[config.mk]
export PLATFORM = sky130hd
export DESIGN_NAME = spi_arbiter_flat
export DESIGN_NICKNAME = d
export VERILOG_FILES = /design/src/rtl/spi_arbiter_if.sv /design/src/rtl/spi_arbiter.sv /design/src/flat_wrapper.sv
export SDC_FILE = /design/constraint.sdc
export NUM_CORES = 1
export LEC_CHECK = 0
export ABC_AREA = 1
export BUFFER_PORTS_ARGS = -buffer_cell sky130_fd_sc_hd__buf_2
export CORE_ASPECT_RATIO = 1.2
export CORE_MARGIN = 1
export CORE_UTILIZATION = 31
export CTS_BUF_LIST = sky130_fd_sc_hd__clkbuf_8 sky130_fd_sc_hd__clkbuf_16
export DETAILED_ROUTE_END_ITERATION = 10
export PLACE_DENSITY = 0.61
export SLEW_MARGIN = 40
export SYNTH_ARGS = -nofsm -noshare
export SYNTH_HDL_FRONTEND = slang
export SYNTH_SLANG_ARGS = --single-unit
[constraint.sdc]
create_clock -name clk -period 2.8 [get_ports clk]
set_clock_uncertainty 0.05 [all_clocks]
set_input_delay 0.14 -clock clk [delete_from_list [all_inputs] [get_ports clk]]
set_output_delay 0.14 -clock clk [all_outputs]
set_load 0.02 [all_outputs]
[src/rtl/spi_arbiter_if.sv]
// spi_arbiter_if: bundles the requester-side and SPI-master-side signals of spi_arbiter.
//   slave  modport : used by the arbiter. It takes requests and the master's status, and
//                    drives grants, responses, master controls and chip selects.
//   master modport : the opposite view, for whatever drives the requests and models the master.
// Signals:
//   req / req_tx_data / req_slave_sel  per-requester request level, tx byte, target slave
//   gnt / rsp_valid                    one-hot grant and response pulses
//   rsp_rx_data / rsp_err              received byte and timeout flag
//   busy                               arbiter is not idle
//   m_start / m_tx_data                controls to the SPI master
//   m_rx_data / m_done / m_ss_n        status from the SPI master
//   ss_n_out                           active-low chip selects to the pads
interface spi_arbiter_if #(
    parameter int unsigned NUM_REQ    = 4,
    parameter int unsigned NUM_SLAVES = 4,
    parameter int unsigned SEL_W      = 2
);
    logic [NUM_REQ-1:0]       req;
    logic [NUM_REQ*8-1:0]     req_tx_data;
    logic [NUM_REQ*SEL_W-1:0] req_slave_sel;
    logic [NUM_REQ-1:0]       gnt;
    logic [NUM_REQ-1:0]       rsp_valid;
    logic [7:0]               rsp_rx_data;
    logic                     rsp_err;
    logic                     busy;
    logic                     m_start;
    logic [7:0]               m_tx_data;
    logic [7:0]               m_rx_data;
    logic                     m_done;
    logic                     m_ss_n;
    logic [NUM_SLAVES-1:0]    ss_n_out;

    modport slave (
        input  req, req_tx_data, req_slave_sel, m_rx_data, m_done, m_ss_n,
        output gnt, rsp_valid, rsp_rx_data, rsp_err, busy, m_start, m_tx_data, ss_n_out
    );

    modport master (
        output req, req_tx_data, req_slave_sel, m_rx_data, m_done, m_ss_n,
        input  gnt, rsp_valid, rsp_rx_data, rsp_err, busy, m_start, m_tx_data, ss_n_out
    );
endinterface

[src/rtl/spi_arbiter.sv]
// spi_arbiter: round-robin sharing of one SPI master between NUM_REQ requesters.
// Each transaction moves one byte. The arbiter latches the winner's tx byte and slave
// index, pulses m_start, waits for m_done, returns the received byte to the owner and
// routes the master's ss_n onto the owner's chip-select line.
// Ports:
//   clk   system clock
//   rst   asynchronous active-high reset
//   bus   spi_arbiter_if.slave (requests, grants, responses, master link, chip selects)
// Optional feature: define SPI_ARB_TIMEOUT_EN to abort a WAIT lasting TIMEOUT_CYCLES
// cycles with rsp_err=1 and rsp_rx_data=8'h00. Without it WAIT never times out and
// rsp_err is tied to 0.
module spi_arbiter #(
    parameter int unsigned NUM_REQ        = 4,
    parameter int unsigned NUM_SLAVES     = 4,
    parameter int unsigned SEL_W          = 2,
    parameter int unsigned TIMEOUT_CYCLES = 64
) (
    input logic              clk,
    input logic              rst,
    spi_arbiter_if.slave     bus
);

    localparam int unsigned IDX_W = (NUM_REQ > 1) ? $clog2(NUM_REQ) : 1;

    typedef enum logic [1:0] {
        StIdle,
        StStart,
        StWait,
        StResp
    } state_e;

    state_e             state_q, state_d;
    logic [IDX_W-1:0]   owner_q, owner_d;
    logic [IDX_W-1:0]   last_grant_q, last_grant_d;
    logic [SEL_W-1:0]   owner_sel_q, owner_sel_d;
    logic [7:0]         m_tx_data_q, m_tx_data_d;
    logic [7:0]         rsp_rx_data_q, rsp_rx_data_d;
    logic [NUM_REQ-1:0] gnt_q, gnt_d;
    logic [NUM_REQ-1:0] rsp_valid_q, rsp_valid_d;
    logic               m_start_q, m_start_d;
    logic               busy_q, busy_d;

    logic [IDX_W-1:0]   cand;
    logic [IDX_W-1:0]   win;
    logic               win_valid;
    logic [7:0]         win_tx;
    logic [SEL_W-1:0]   win_sel;
    logic [NUM_SLAVES-1:0] ss_n;

`ifdef SPI_ARB_TIMEOUT_EN
    localparam int unsigned CNT_W = $clog2(TIMEOUT_CYCLES + 1);
    logic [CNT_W-1:0]   cnt_q, cnt_d;
    logic               rsp_err_q, rsp_err_d;
`else
    logic               unused_timeout;
    assign unused_timeout = (TIMEOUT_CYCLES != 0);
`endif

    // Round-robin pick. The scan runs from lowest to highest priority, so the last hit
    // wins; priority order is last_grant+1, last_grant+2, ... with wrap-around.
    always_comb begin
        cand      = '0;
        win       = '0;
        win_valid = 1'b0;
        for (int unsigned k = 0; k < NUM_REQ; k++) begin
            cand = IDX_W'((32'(last_grant_q) + NUM_REQ - k) % NUM_REQ);
            if (bus.req[cand]) begin
                win       = cand;
                win_valid = 1'b1;
            end
        end
        win_tx  = '0;
        win_sel = '0;
        for (int unsigned i = 0; i < NUM_REQ; i++) begin
            if (win == IDX_W'(i)) begin
                win_tx  = bus.req_tx_data[i*8 +: 8];
                win_sel = bus.req_slave_sel[i*SEL_W +: SEL_W];
            end
        end
    end

    always_comb begin
        state_d       = state_q;
        owner_d       = owner_q;
        last_grant_d  = last_grant_q;
        owner_sel_d   = owner_sel_q;
        m_tx_data_d   = m_tx_data_q;
        rsp_rx_data_d = rsp_rx_data_q;
        gnt_d         = '0;
        rsp_valid_d   = '0;
        m_start_d     = 1'b0;
`ifdef SPI_ARB_TIMEOUT_EN
        cnt_d         = cnt_q;
        rsp_err_d     = rsp_err_q;
`endif

        case (state_q)
            StIdle: begin
                if (win_valid) begin
                    owner_d     = win;
                    owner_sel_d = win_sel;
                    m_tx_data_d = win_tx;
                    gnt_d       = NUM_REQ'(1) << win;
                    // m_start rises together with gnt so both are seen in START.
                    m_start_d   = 1'b1;
                    state_d     = StStart;
                end
            end
            StStart: begin
                state_d = StWait;
`ifdef SPI_ARB_TIMEOUT_EN
                cnt_d   = '0;
`endif
            end
            StWait: begin
                if (bus.m_done) begin
                    rsp_rx_data_d = bus.m_rx_data;
                    rsp_valid_d   = NUM_REQ'(1) << owner_q;
                    state_d       = StResp;
`ifdef SPI_ARB_TIMEOUT_EN
                    rsp_err_d     = 1'b0;
                end else if (cnt_q == CNT_W'(TIMEOUT_CYCLES - 1)) begin
                    // This is the TIMEOUT_CYCLES-th WAIT cycle without m_done.
                    rsp_rx_data_d = 8'h00;
                    rsp_err_d     = 1'b1;
                    rsp_valid_d   = NUM_REQ'(1) << owner_q;
                    state_d       = StResp;
                end else begin
                    cnt_d = cnt_q + 1'b1;
`endif
                end
            end
            StResp: begin
                last_grant_d = owner_q;
                state_d      = StIdle;
            end
            default: state_d = StIdle;
        endcase

        busy_d = (state_d != StIdle);
    end

    always_ff @(posedge clk or posedge rst) begin
        if (rst) begin
            state_q       <= StIdle;
            owner_q       <= '0;
            last_grant_q  <= IDX_W'(NUM_REQ - 1);
            owner_sel_q   <= '0;
            m_tx_data_q   <= 8'h00;
            rsp_rx_data_q <= 8'h00;
            gnt_q         <= '0;
            rsp_valid_q   <= '0;
            m_start_q     <= 1'b0;
            busy_q        <= 1'b0;
        end else begin
            state_q       <= state_d;
            owner_q       <= owner_d;
            last_grant_q  <= last_grant_d;
            owner_sel_q   <= owner_sel_d;
            m_tx_data_q   <= m_tx_data_d;
            rsp_rx_data_q <= rsp_rx_data_d;
            gnt_q         <= gnt_d;
            rsp_valid_q   <= rsp_valid_d;
            m_start_q     <= m_start_d;
            busy_q        <= busy_d;
        end
    end

`ifdef SPI_ARB_TIMEOUT_EN
    always_ff @(posedge clk or posedge rst) begin
        if (rst) begin
            cnt_q     <= '0;
            rsp_err_q <= 1'b0;
        end else begin
            cnt_q     <= cnt_d;
            rsp_err_q <= rsp_err_d;
        end
    end
    assign bus.rsp_err = rsp_err_q;
`else
    assign bus.rsp_err = 1'b0;
`endif

    // Chip-select demux is combinational so ss_n tracks the master without a cycle lag.
    // An out-of-range owner_sel matches no line, leaving every select high.
    always_comb begin
        ss_n = '1;
        if (state_q != StIdle) begin
            for (int unsigned k = 0; k < NUM_SLAVES; k++) begin
                if (owner_sel_q == SEL_W'(k)) begin
                    ss_n[k] = bus.m_ss_n;
                end
            end
        end
    end

    assign bus.gnt         = gnt_q;
    assign bus.rsp_valid   = rsp_valid_q;
    assign bus.rsp_rx_data = rsp_rx_data_q;
    assign bus.busy        = busy_q;
    assign bus.m_start     = m_start_q;
    assign bus.m_tx_data   = m_tx_data_q;
    assign bus.ss_n_out    = ss_n;

endmodule
[src/flat_wrapper.sv]
// flat-port wrapper written by rule: the top's interface ports become plain ports
module spi_arbiter_flat 
#(
    parameter int unsigned NUM_REQ        = 4,
    parameter int unsigned NUM_SLAVES     = 4,
    parameter int unsigned SEL_W          = 2,
    parameter int unsigned TIMEOUT_CYCLES = 64
)
  (clk, rst, bus_req, bus_req_tx_data, bus_req_slave_sel, bus_m_rx_data, bus_m_done, bus_m_ss_n, bus_gnt, bus_rsp_valid, bus_rsp_rx_data, bus_rsp_err, bus_busy, bus_m_start, bus_m_tx_data, bus_ss_n_out);
  spi_arbiter_if #(.NUM_REQ(NUM_REQ), .NUM_SLAVES(NUM_SLAVES), .SEL_W(SEL_W)) bus_i ();
  input logic clk;
  input logic rst;
  input wire logic [$bits(bus_i.req)-1:0] bus_req;
  input wire logic [$bits(bus_i.req_tx_data)-1:0] bus_req_tx_data;
  input wire logic [$bits(bus_i.req_slave_sel)-1:0] bus_req_slave_sel;
  input wire logic [$bits(bus_i.m_rx_data)-1:0] bus_m_rx_data;
  input wire logic [$bits(bus_i.m_done)-1:0] bus_m_done;
  input wire logic [$bits(bus_i.m_ss_n)-1:0] bus_m_ss_n;
  output wire logic [$bits(bus_i.gnt)-1:0] bus_gnt;
  output wire logic [$bits(bus_i.rsp_valid)-1:0] bus_rsp_valid;
  output wire logic [$bits(bus_i.rsp_rx_data)-1:0] bus_rsp_rx_data;
  output wire logic [$bits(bus_i.rsp_err)-1:0] bus_rsp_err;
  output wire logic [$bits(bus_i.busy)-1:0] bus_busy;
  output wire logic [$bits(bus_i.m_start)-1:0] bus_m_start;
  output wire logic [$bits(bus_i.m_tx_data)-1:0] bus_m_tx_data;
  output wire logic [$bits(bus_i.ss_n_out)-1:0] bus_ss_n_out;
  assign bus_i.req = bus_req;
  assign bus_i.req_tx_data = bus_req_tx_data;
  assign bus_i.req_slave_sel = bus_req_slave_sel;
  assign bus_i.m_rx_data = bus_m_rx_data;
  assign bus_i.m_done = bus_m_done;
  assign bus_i.m_ss_n = bus_m_ss_n;
  assign bus_gnt = bus_i.gnt;
  assign bus_rsp_valid = bus_i.rsp_valid;
  assign bus_rsp_rx_data = bus_i.rsp_rx_data;
  assign bus_rsp_err = bus_i.rsp_err;
  assign bus_busy = bus_i.busy;
  assign bus_m_start = bus_i.m_start;
  assign bus_m_tx_data = bus_i.m_tx_data;
  assign bus_ss_n_out = bus_i.ss_n_out;
  spi_arbiter #(.NUM_REQ(NUM_REQ), .NUM_SLAVES(NUM_SLAVES), .SEL_W(SEL_W), .TIMEOUT_CYCLES(TIMEOUT_CYCLES)) u_core (.clk(clk), .rst(rst), .bus(bus_i));
endmodule
==> run_summary.xml <==
<?xml version="1.0" encoding="UTF-8"?>
<metrics>
  <group name="final_layout">
    <metric name="final_cell_count_without_fillers" unit="">414</metric>
    <metric name="finalNetCount" unit="">387</metric>
    <metric name="fraction_of_final_layout_cells_with_drive_strength_greater_than_1" unit="%">40.7</metric>
    <metric name="final_core_util" unit="%">42.3</metric>
    <metric name="area_growth_syn_to_layout" unit="%">29.2</metric>
    <metric name="antennaDiodeCount" unit="">0</metric>
  </group>
  <group name="pwr">
    <metric name="power_share_of_the_clock_group" unit="%">15.4</metric>
    <metric name="switching_power" unit="uW">1820</metric>
    <metric name="logic_gate_share_of_total_power" unit="%">60.4</metric>
    <metric name="power_frac_seq" unit="%">24.2</metric>
    <metric name="power.ir.vdd_worst" unit="V">0.000539</metric>
    <metric name="cellInternalPower" unit="uW">1830</metric>
    <metric name="p_leak" unit="uW">0.00144</metric>
    <metric name="power.switching_fraction" unit="%">49.8</metric>
    <metric name="power.density_cell_area" unit="mW/mm^2">1400</metric>
  </group>
  <group name="timing">
    <metric name="timing.final.hold_violations" unit="">0</metric>
    <metric name="tightest_slew" unit="ns">0.584</metric>
    <metric name="rsz0062_at_grt" unit="">no</metric>
    <metric name="post-route-min-period" unit="ns">2.25</metric>
    <metric name="timing.max_slew.rel_slack" unit="%">60.9</metric>
    <metric name="max_freq" unit="GHz">0.444</metric>
    <metric name="fin_crit_sh" unit="%">80.5</metric>
    <metric name="timing.setup.tns" unit="ns">0</metric>
    <metric name="setup_violations" unit="">0</metric>
    <metric name="drv_slew" unit="">0</metric>
  </group>
  <group name="critical_path">
    <metric name="timing.rr.start" unit="">u_core.last_grant_q[0]</metric>
    <metric name="critical_path_peak_fanout" unit="">16</metric>
    <metric name="critical-path-max-stage-delay" unit="ns">0.67</metric>
    <metric name="top_family_by_delay_on_critical_path" unit="">simple AND/OR/NAND/NOR gates</metric>
    <metric name="crit_slowest_cell" unit="">sky130_fd_sc_hd__dfstp_2</metric>
    <metric name="start_kind" unit="">flip-flop</metric>
    <metric name="worst_ep_required_time" unit="ns">2.92</metric>
    <metric name="worst_r2r_endpoint" unit="">u_core.bus.busy</metric>
    <metric name="worstPathCellList" unit="">nand2_1 -&gt; nand2_1 -&gt; nand2_1 -&gt; nor3_2 -&gt; nor2_4 -&gt; inv_1 -&gt; nand2_1 -&gt; or2_2</metric>
    <metric name="critical_path.n_buffers_inverters" unit="">1</metric>
    <metric name="regToRegSetupSlack" unit="ns">0.55</metric>
    <metric name="setup.worst_path.end_class" unit="">flip-flop</metric>
    <metric name="setup.worst_path.class" unit="">reg -&gt; reg</metric>
    <metric name="cp.arrival" unit="ns">2.37</metric>
    <metric name="critical_path_cell_count" unit="">8</metric>
    <metric name="r2r.worst_path.cells" unit="">8</metric>
    <metric name="timing.critical_path.mode_cell" unit="">sky130_fd_sc_hd__nand2_1</metric>
  </group>
  <group name="route">
    <metric name="vias_per_cell" unit="">4.53</metric>
    <metric name="post_route_drc" unit="">0</metric>
    <metric name="wl_per_cell" unit="um">12.5</metric>
    <metric name="postRouteWirelength" unit="mm">5.17</metric>
    <metric name="dr.first_iter.drc_count" unit="">117</metric>
    <metric name="drt_pre_antenna_iters" unit="">4</metric>
    <metric name="ant_nets" unit="">0</metric>
    <metric name="vias" unit="">1876</metric>
  </group>
  <group name="logic_synthesis">
    <metric name="synth_top_cell_area_share" unit="%">39.7</metric>
    <metric name="synth_xor_area_share" unit="%">0</metric>
    <metric name="synth_area_leader_cell" unit="">sky130_fd_sc_hd__dfrtp_1</metric>
    <metric name="post_synth_mux_area_share" unit="%">4.46</metric>
    <metric name="synth-compound-area-share" unit="%">5.64</metric>
    <metric name="syn-instance-count" unit="">248</metric>
    <metric name="synth.most_common_cell" unit="">sky130_fd_sc_hd__nand2_1</metric>
    <metric name="dominant_combinational_cell_family_by_area_after_synthesis" unit="">simple AND/OR/NAND/NOR gates</metric>
    <metric name="syn-cell-area" unit="sq mm">0.00202</metric>
    <metric name="syn_nets" unit="">304</metric>
    <metric name="yosysSeqAreaShare" unit="%">42.3</metric>
    <metric name="synth_top_flop_cell" unit="">sky130_fd_sc_hd__dfrtp_1</metric>
    <metric name="yosys_register_bits" unit="">34</metric>
    <metric name="synth_simple_gate_area_share" unit="%">36.7</metric>
    <metric name="async_reset_ff_share" unit="%">100</metric>
    <metric name="post_synth_main_area_contributors" unit="">sky130_fd_sc_hd__dfrtp_1 (40%), sky130_fd_sc_hd__nand2_1 (13%), sky130_fd_sc_hd__inv_1 (4.5%), sky130_fd_sc_hd__mux2_2 (4.5%), sky130_fd_sc_hd__nand4_1 (4.0%)</metric>
    <metric name="synth.distinct_cells" unit="">32</metric>
    <metric name="syn-mean-instance-area" unit="sq um">8.14</metric>
    <metric name="yosys.area_share.adder" unit="%">0</metric>
    <metric name="synthTopCellsByCount" unit="">sky130_fd_sc_hd__nand2_1 (68), sky130_fd_sc_hd__dfrtp_1 (32), sky130_fd_sc_hd__inv_1 (24)</metric>
    <metric name="synth.yosys.warnings" unit="">0</metric>
    <metric name="synth_edf_count" unit="">0</metric>
  </group>
  <group name="floorplan">
    <metric name="ioPinCount" unit="">87</metric>
    <metric name="dieArea" unit="sq mm">0.00684</metric>
    <metric name="floorplan.core_area" unit="sq mm">0.00617</metric>
    <metric name="die_w" unit="um">75.7</metric>
    <metric name="start_util" unit="%">32.7</metric>
    <metric name="fp-row-count" unit="">31</metric>
    <metric name="floorplan.die.height" unit="um">90.4</metric>
  </group>
  <group name="placed_design">
    <metric name="dp.cells" unit="">405</metric>
    <metric name="portBuffers" unit="">85</metric>
    <metric name="place_congestion" unit="">0.825</metric>
    <metric name="dp_hpwl" unit="mm">3.81</metric>
  </group>
  <group name="global_route">
    <metric name="global_route.overflow_total" unit="">0</metric>
    <metric name="gr-usage-all-layers" unit="%">16.0</metric>
    <metric name="antenna_violations_before_repair" unit="">0</metric>
    <metric name="global_route_wire_length_before_repair" unit="mm">8.39</metric>
    <metric name="maximum_number_of_pins_on_one_net_before_global_route_repair" unit="">35</metric>
    <metric name="via_count_of_the_first_global_routing_pass" unit="">1839</metric>
  </group>
  <group name="run_status">
    <metric name="run_status" unit="">completed</metric>
  </group>
  <group name="run">
    <metric name="max_cap_viol_count" unit="">0</metric>
  </group>
  <group name="min_path">
    <metric name="min_path_type" unit="">in -&gt; reg</metric>
    <metric name="min_path_cells" unit="">2</metric>
    <metric name="timing.hold.worst.start" unit="">bus_m_rx_data[7]</metric>
    <metric name="whs_endpoint" unit="">u_core.bus.rsp_rx_data[7]</metric>
  </group>
  <group name="cts">
    <metric name="cts.sink_count" unit="">34</metric>
    <metric name="tritoncts" unit="">built</metric>
    <metric name="clock_tree.root_cell" unit="">sky130_fd_sc_hd__clkbuf_8</metric>
    <metric name="cts_clock_pin_slew_for_the_worst_setup_and_hold_paths" unit="ns">0.07</metric>
    <metric name="htree_num_levels" unit="">2</metric>
    <metric name="insertion_delay" unit="ns">0.28</metric>
    <metric name="clock_path_buffers" unit="">2</metric>
    <metric name="cts-buffers-inserted" unit="">5</metric>
  </group>
</metrics>
==> flip-flops by register name, summed over array words and instances (netlist names) <==
signal	cells
u_core.bus.busy	1
u_core.last_grant_q	2
u_core.bus.m_start	1
u_core.bus.rsp_valid	4
u_core.bus.gnt	4
u_core.bus.rsp_rx_data	8
u_core.state_q	2
u_core.owner_q	2
u_core.owner_sel_q	2
u_core.bus.m_tx_data	8
==> repair_timing <==
| action | 4_1_cts | 5_1_grt |
|---|---|---|
| hold buffers | 1 | 0 |
| setup buffers | 0 | 0 |
| endpoints found under the hold margin | 32 | 0 |
| resized for setup | 0 | 0 |
| endpoints found under the setup margin | 0 | 0 |
==> power groups by stage <==
stage	sequential [uW]	combinational (uW)	clock, uW
floorplan	1050	1710	0
finish	882	2210	562
global route	914	2480	589
CTS	881	2230	568
detailed placement	887	2210	0
global placement	882	2190	0
==> cell type report <==
cell class	count	area (sq um)
tap	82	103
clock inverter	2	60.1
fill	633	3560
inverter	29	119
clock buffer	6	82.6
timing repair buffer	87	443
multi-input combinational	174	950
sequential	34	853
==> metrics by stage <==
stage | hold slack, ns | setup slack, ns | total power (uW) | cell area, sq um
floorplan | 0.230 | 1.01 | 2760 | 2020
detailed placement | 0.215 | 0.548 | 3100 | 2460
CTS | 0.0281 | 0.539 | 3680 | 2610
global placement | 0.212 | 0.569 | 3070 | 2460
global route | 0.0330 | 0.347 | 3980 | 2610
finish | 0.0329 | 0.546 | 3650 | 2610
==> worst max-delay path by stage <==
stage                           start                    end  slack [ns]
5_1_grt        u_core.last_grant_q[0]        u_core.bus.busy        0.35
4_1_cts        u_core.last_grant_q[0]        u_core.bus.busy        0.54
3_5_place_dp   u_core.last_grant_q[0]        u_core.bus.busy        0.55
2_1_floorplan  u_core.last_grant_q[0]  u_core.owner_sel_q[1]        1.01
3_3_place_gp   u_core.last_grant_q[0]        u_core.bus.busy        0.57
6_report       u_core.last_grant_q[0]        u_core.bus.busy        0.55
==> routing by layer <==
metal / up-vias / GRT usage (%) / routed length, um
met4: 0 / 5.86 / 83
met1: 837 / 21.2 / 2350
met3: 9 / 3.79 / 349
met2: 72 / 24.9 / 2390
met5: - / 0 / 0
li1: 958 / - / -
==> layout by cell type (no fill, tap or decap), drive strengths merged, types with 6 or more instances in the layout <==
cell,count
a21oi,8
o21ai,11
clkbuf,6
mux2,8
nor2,15
nand3,21
dfrtp,32
nand4,13
nor3,6
inv,29
nand2,85
buf,86
==> kinds of logic (layout without fill, tap and decap cells) <==
family                 count (synthesis)  in the layout
buffers and inverters                 40            124
AND/OR/NAND/NOR                      144            144
other                                  1              1
flip-flops                            34             34
AO/OA/AOI/OAI                         21             21
multiplexers                           8              8
(Power assumes the default switching activity.)
